==> src/rtl/debounce_pkg.sv <==
// Shared types and default constants for the push-button debouncer.
package debounce_pkg;

    typedef enum logic [1:0] {
        IDLE_LOW  = 2'd0,
        WAIT_HIGH = 2'd1,
        IDLE_HIGH = 2'd2,
        WAIT_LOW  = 2'd3
    } debounce_state_t;

    // 10 ms at 100 MHz
    localparam int unsigned DEBOUNCE_STABLE_CYCLES_DEFAULT = 1000000;
    localparam int unsigned DEBOUNCE_SYNC_STAGES_DEFAULT   = 2;

endpackage

==> src/rtl/sync_chain.sv <==
// Multi-flop synchronizer for a single asynchronous input; clears to 0 on reset.
module sync_chain #(
    parameter int unsigned SYNC_STAGES = 2
) (
    input  logic clk_i,
    input  logic rst_ni,
    input  logic d_i,
    output logic q_o
);

    if (SYNC_STAGES < 2) begin : g_bad_stages
        $error("sync_chain: SYNC_STAGES must be at least 2");
    end

    logic [SYNC_STAGES-1:0] stages_q;

    always_ff @(posedge clk_i or negedge rst_ni) begin
        if (!rst_ni) begin
            stages_q <= '0;
        end else begin
            stages_q <= {stages_q[SYNC_STAGES-2:0], d_i};
        end
    end

    assign q_o = stages_q[SYNC_STAGES-1];

endmodule

==> src/rtl/button_debouncer.sv <==
// Synchronizes a bouncing button and only moves level_out after a stable run of samples.
// Define BUTTON_DEBOUNCER_ACTIVE_LOW_EN for pull-up buttons (pin reads 0 when pressed).
module button_debouncer
    import debounce_pkg::*;
#(
    parameter int unsigned STABLE_CYCLES = DEBOUNCE_STABLE_CYCLES_DEFAULT,
    parameter int unsigned SYNC_STAGES   = DEBOUNCE_SYNC_STAGES_DEFAULT
) (
    input  logic clock,
    input  logic reset,
    input  logic button_in,
    output logic level_out,
    output logic busy
);

    if (STABLE_CYCLES < 2) begin : g_bad_stable
        $error("button_debouncer: STABLE_CYCLES must be at least 2");
    end
    if (SYNC_STAGES < 2) begin : g_bad_sync
        $error("button_debouncer: SYNC_STAGES must be at least 2");
    end

    localparam int unsigned    CntW    = $clog2(STABLE_CYCLES);
    localparam logic [CntW-1:0] CntLast = CntW'(STABLE_CYCLES - 1);
    localparam logic [CntW-1:0] CntOne  = CntW'(1);

    logic pin;
    logic sync_q;

`ifdef BUTTON_DEBOUNCER_ACTIVE_LOW_EN
    assign pin = ~button_in;
`else
    assign pin = button_in;
`endif

    sync_chain #(
        .SYNC_STAGES(SYNC_STAGES)
    ) u_sync (
        .clk_i (clock),
        .rst_ni(reset),
        .d_i   (pin),
        .q_o   (sync_q)
    );

    debounce_state_t state_q, state_d;
    logic [CntW-1:0] cnt_q, cnt_d;
    logic            level_q, level_d;
    logic            busy_q, busy_d;

    always_ff @(posedge clock or negedge reset) begin
        if (!reset) begin
            state_q <= IDLE_LOW;
            cnt_q   <= '0;
            level_q <= 1'b0;
            busy_q  <= 1'b0;
        end else begin
            state_q <= state_d;
            cnt_q   <= cnt_d;
            level_q <= level_d;
            busy_q  <= busy_d;
        end
    end

    // Counter is cleared on every exit from a WAIT state, so it never reaches STABLE_CYCLES.
    always_comb begin
        state_d = state_q;
        cnt_d   = '0;
        unique case (state_q)
            IDLE_LOW: begin
                if (sync_q) begin
                    state_d = WAIT_HIGH;
                    cnt_d   = CntOne;
                end
            end
            WAIT_HIGH: begin
                if (!sync_q) begin
                    state_d = IDLE_LOW;
                end else if (cnt_q == CntLast) begin
                    state_d = IDLE_HIGH;
                end else begin
                    cnt_d = cnt_q + CntOne;
                end
            end
            IDLE_HIGH: begin
                if (!sync_q) begin
                    state_d = WAIT_LOW;
                    cnt_d   = CntOne;
                end
            end
            WAIT_LOW: begin
                if (sync_q) begin
                    state_d = IDLE_HIGH;
                end else if (cnt_q == CntLast) begin
                    state_d = IDLE_LOW;
                end else begin
                    cnt_d = cnt_q + CntOne;
                end
            end
            default: state_d = IDLE_LOW;
        endcase
    end

    // Outputs are decoded from the next state and registered, so both are glitch-free flops.
    always_comb begin
        level_d = (state_d == IDLE_HIGH) || (state_d == WAIT_LOW);
        busy_d  = (state_d == WAIT_HIGH) || (state_d == WAIT_LOW);
    end

    assign level_out = level_q;
    assign busy      = busy_q;

endmodule

==> config.mk <==
export PLATFORM = sky130hd
export DESIGN_NAME = button_debouncer
export DESIGN_NICKNAME = d
export VERILOG_FILES = /design/src/rtl/debounce_pkg.sv /design/src/rtl/sync_chain.sv /design/src/rtl/button_debouncer.sv
export SDC_FILE = /design/constraint.sdc
export NUM_CORES = 1
export LEC_CHECK = 0
export BUFFER_PORTS_ARGS = -buffer_cell sky130_fd_sc_hd__buf_2
export CAP_MARGIN = 20
export CORE_MARGIN = 2
export CORE_UTILIZATION = 53
export DETAILED_ROUTE_END_ITERATION = 10
export PLACE_DENSITY = 0.81
export SYNTH_ARGS = -nofsm -noshare
export SYNTH_HDL_FRONTEND = slang
export SYNTH_SLANG_ARGS = --single-unit
==> constraint.sdc <==
create_clock -name clock -period 1.7 [get_ports clock]
set_input_delay 0.17 -clock clock [delete_from_list [all_inputs] [get_ports clock]]
set_output_delay 0.17 -clock clock [all_outputs]
set_load 0.005 [all_outputs]
==> impl_metrics.toml <==
[outcome]
status = "finished with violations"
violations = "setup timing"

[global_routing]
grt_pass1_vias = 878
grt.total_usage_pct = 22.0
grt_pass1_wl_mm = 4.23
grt_max_degree = 26
antenna_found_initial = 0
grt_overflow_total = 0

[worst_hold_path]
hold_class = "input port to async pin"

[cts]
htree_levels = 1
path_clk_slew_ns = 0.14
cts_buffers = 3
tritoncts = "yes"
worstSkewPairLatency_ns = 0.31
root_buffer = "clkbuf_4"
cts_sinks = 25
cts.path.max_buffers = 2

[power_and_ir_drop]
intPower_uw = 710
ir_drop_mv = 0.507
share_comb_of_total_power_pct = 5.1
powerDensity_nw_per_um2 = 631
clkPwrFrac_pct = 28.1
p_sw_share_pct = 22.3
power.leakage_nw = 0.574
seq_power_share_pct = 66.7
p_switching_uw = 204

[critical_path]
worstPathRequired_ns = 1.96
end_kind = "flip-flop"
slowest_stage = "or4_4"
crit_buf_inv = 0
worstPathArrival_ns = 1.97
cp-start-kind = "flip-flop"
crit_fanout = 5
crit_type = "flip-flop to flip-flop"
critPathMaxStageDelay_ns = 0.49
cpLargestDelayFamily = "simple AND/OR/NAND/NOR gates"
cp_cell_sequence = "ha_4 -> nand3_4 -> or3_4 -> or4_4 -> a21oi_2"
r2r_setup_slack_ns = -0.01

[final_layout]
diodes = 0
final_core_util_pct = 66.8
area_growth_pct = 22.0
multi_input_comb_area_sq_um = 582
drive_gt1_share_pct = 26.7
fill_cells = 178
ff_latch_area_sq_um = 628
nets = 140

[floorplanning]
die_height_um = 51.3
start_util_pct = 54.7
die-width_um = 51.3
fp.dieArea_sq_um = 2630
placementRows = 17
ios = 5
core-area_sq_um = 2170

[drt]
drtAntennaViolNets = 0
drt_wl_total_mm = 2.40
vias = 878
detail_route.wl_per_cell_um = 14.7
drcViolationCount = 0
drt_iter0_markers = 7
firstDrtPassIters = 4
viasPerCell = 5.39

[timing]
grt_setup_unrepaired = "yes"
fmax_mhz = 585
finClkSkew_ns = 0.0103
hold_viol = 0
worstMarginPinSlew_ns = 0.552
layout_setup_ws_ns = -0.0105
fin_crit_ns = 1.71
period_share_pct = 101
relSlewSlack_pct = 63.2
setup-violations-final = 1
holdWs_ns = 0.351
setup_tns_ns = -0.0105
drv_slew = 0

[yosys]
synthTopCellsByArea = "dfrtp_1 (53%), xnor2_1 (9.6%), nor2_1 (5.7%), nand3_1 (2.5%), a21oi_1 (2.1%)"
synth_cells = 113
synth_cell_types = 29
synth-seq-cells = 25
syn_area_sq_um = 1190
yosys_warnings = 0
post-synth-top-area-fraction_pct = 52.7
seq_area_frac_synth_pct = 52.7
yosysTopAreaCell = "dfrtp_1"
synth_nets = 117
syn_avg_cell_area_sq_um = 10.5

[run]
maxCapViolCount = 0

[placed_design]
routabilityCongestion = 0.820
port_buffers = 4
hpwl_mm = 1.70
pre_cts_ws_ns = -0.0314
==> cells in the mapped netlist <==
master	count
or3_1	2
and4_1	1
nand4_2	1
a31oi_1	2
nand2_1	6
nand3_4	1
and4b_1	1
or3_4	2
o21ai_0	2
nor2_1	18
dfrtp_1	25
buf_2	2
a21oi_1	5
nand3b_1	1
inv_1	5
nor4_2	1
o31ai_1	3
a211o_1	1
xnor2_1	13
nor4b_1	1
nand3_2	1
xor2_1	1
or4_1	3
nor3_1	2
a21boi_1	1
ha_1	1
nor4_1	4
mux2_1	1
nand3_1	6
==> timing repair <==
item,in CTS,in global routing
cloned,0,0
hold endpoints to repair,26,0
setup buffers,3,0
hold buffers,2,0
endpoints found under the setup margin,3,3
gates resized for setup,3,4
pin swaps,3,0
==> sequential cells by signal, summed over array words and instances, names as in the netlist <==
name	cells
busy	1
cnt_q	20
level_out	1
state_q	1
u_sync.stages_q	2
==> through the flow <==
stage	std cells	power (mW)	instance area, sq um
after global routing	163	0.961	1450
after floorplan	113	0.638	1220
final	163	0.915	1450
after CTS	163	0.930	1430
after detailed placement	154	0.663	1360
after global placement	154	0.661	1360
==> power groups by stage <==
stage / Combinational, mW / Sequential, mW / Clock (mW)
2_1_floorplan: 0.0173 / 0.621 / 0
3_3_place_gp: 0.0399 / 0.621 / 0
3_5_place_dp: 0.0418 / 0.622 / 0
4_1_cts: 0.0480 / 0.611 / 0.271
5_1_grt: 0.0545 / 0.612 / 0.294
6_report: 0.0469 / 0.610 / 0.257
==> worst register-to-register path, stage by stage (launching register included) <==
cell and delay (ns):
dfrtp_2 0.44, ha_4 0.16, nand3_4 0.08, or3_4 0.36, or4_4 0.49, a21oi_2 0.12
==> final timing paths <==
path / start / cells after the start / end
max: cnt_q[0]$_DFF_PN0_ / 5 / cnt_q[18]$_DFF_PN0_
min: reset / 2 / u_sync.stages_q[1]$_DFF_PN0_
max reg2reg: cnt_q[0]$_DFF_PN0_ / 5 / cnt_q[18]$_DFF_PN0_
min reg2reg: u_sync.stages_q[0]$_DFF_PN0_ / 0 / u_sync.stages_q[1]$_DFF_PN0_
max in group asynchronous: reset / 2 / cnt_q[3]$_DFF_PN0_
min in group clock: u_sync.stages_q[0]$_DFF_PN0_ / 0 / u_sync.stages_q[1]$_DFF_PN0_
==> layer usage <==
layer  GRT usage, %  share of wire [%]  vias up
li1               -                  -      441
met1           30.9                 46      421
met2           35.3                 50       14
met3           1.75                3.0        2
met4           9.21               0.71        0
met5              0                  0        -
==> cell families (layout without fill, tap and decap cells) <==
| family | Yosys count | in the layout | share of synthesized area [%] |
|---|---|---|---|
| compound gates | 14 | 14 | 7.27 |
| xor+xnor | 14 | 14 | 10.3 |
| fa+ha+maj | 1 | 1 | 1.05 |
| buf+inv | 7 | 29 | 2.42 |
| flops | 25 | 25 | 52.7 |
| mux | 1 | 1 | 0.948 |
| simple gates | 51 | 51 | 25.3 |
==> layout by cell type, fill, tap and decap left out, types with 2 or more instances in the layout <==
master	count
a21oi_2	3
nor3_1	2
buf_4	13
dfrtp_1	23
clkbuf_4	3
nand3_1	5
o31ai_1	3
inv_1	5
a31oi_1	2
nand3_4	2
xnor2_1	13
o21ai_0	2
dlygate4sd3_1	2
nor2_1	18
dfrtp_2	2
or3_1	2
a21oi_1	2
or3_4	2
nor4_1	4
or4_1	2
buf_2	4
nand2_1	6
==> area by class of cell <==
class,instances,area share [%]
sequential,25,43.4
inverter,5,1.30
timing repair buffer,20,10.9
tap,28,2.42
clock buffer,3,1.55
multi-input combinational,81,40.2
clock inverter,1,0.345
Power figures use the tool's default switching activity.
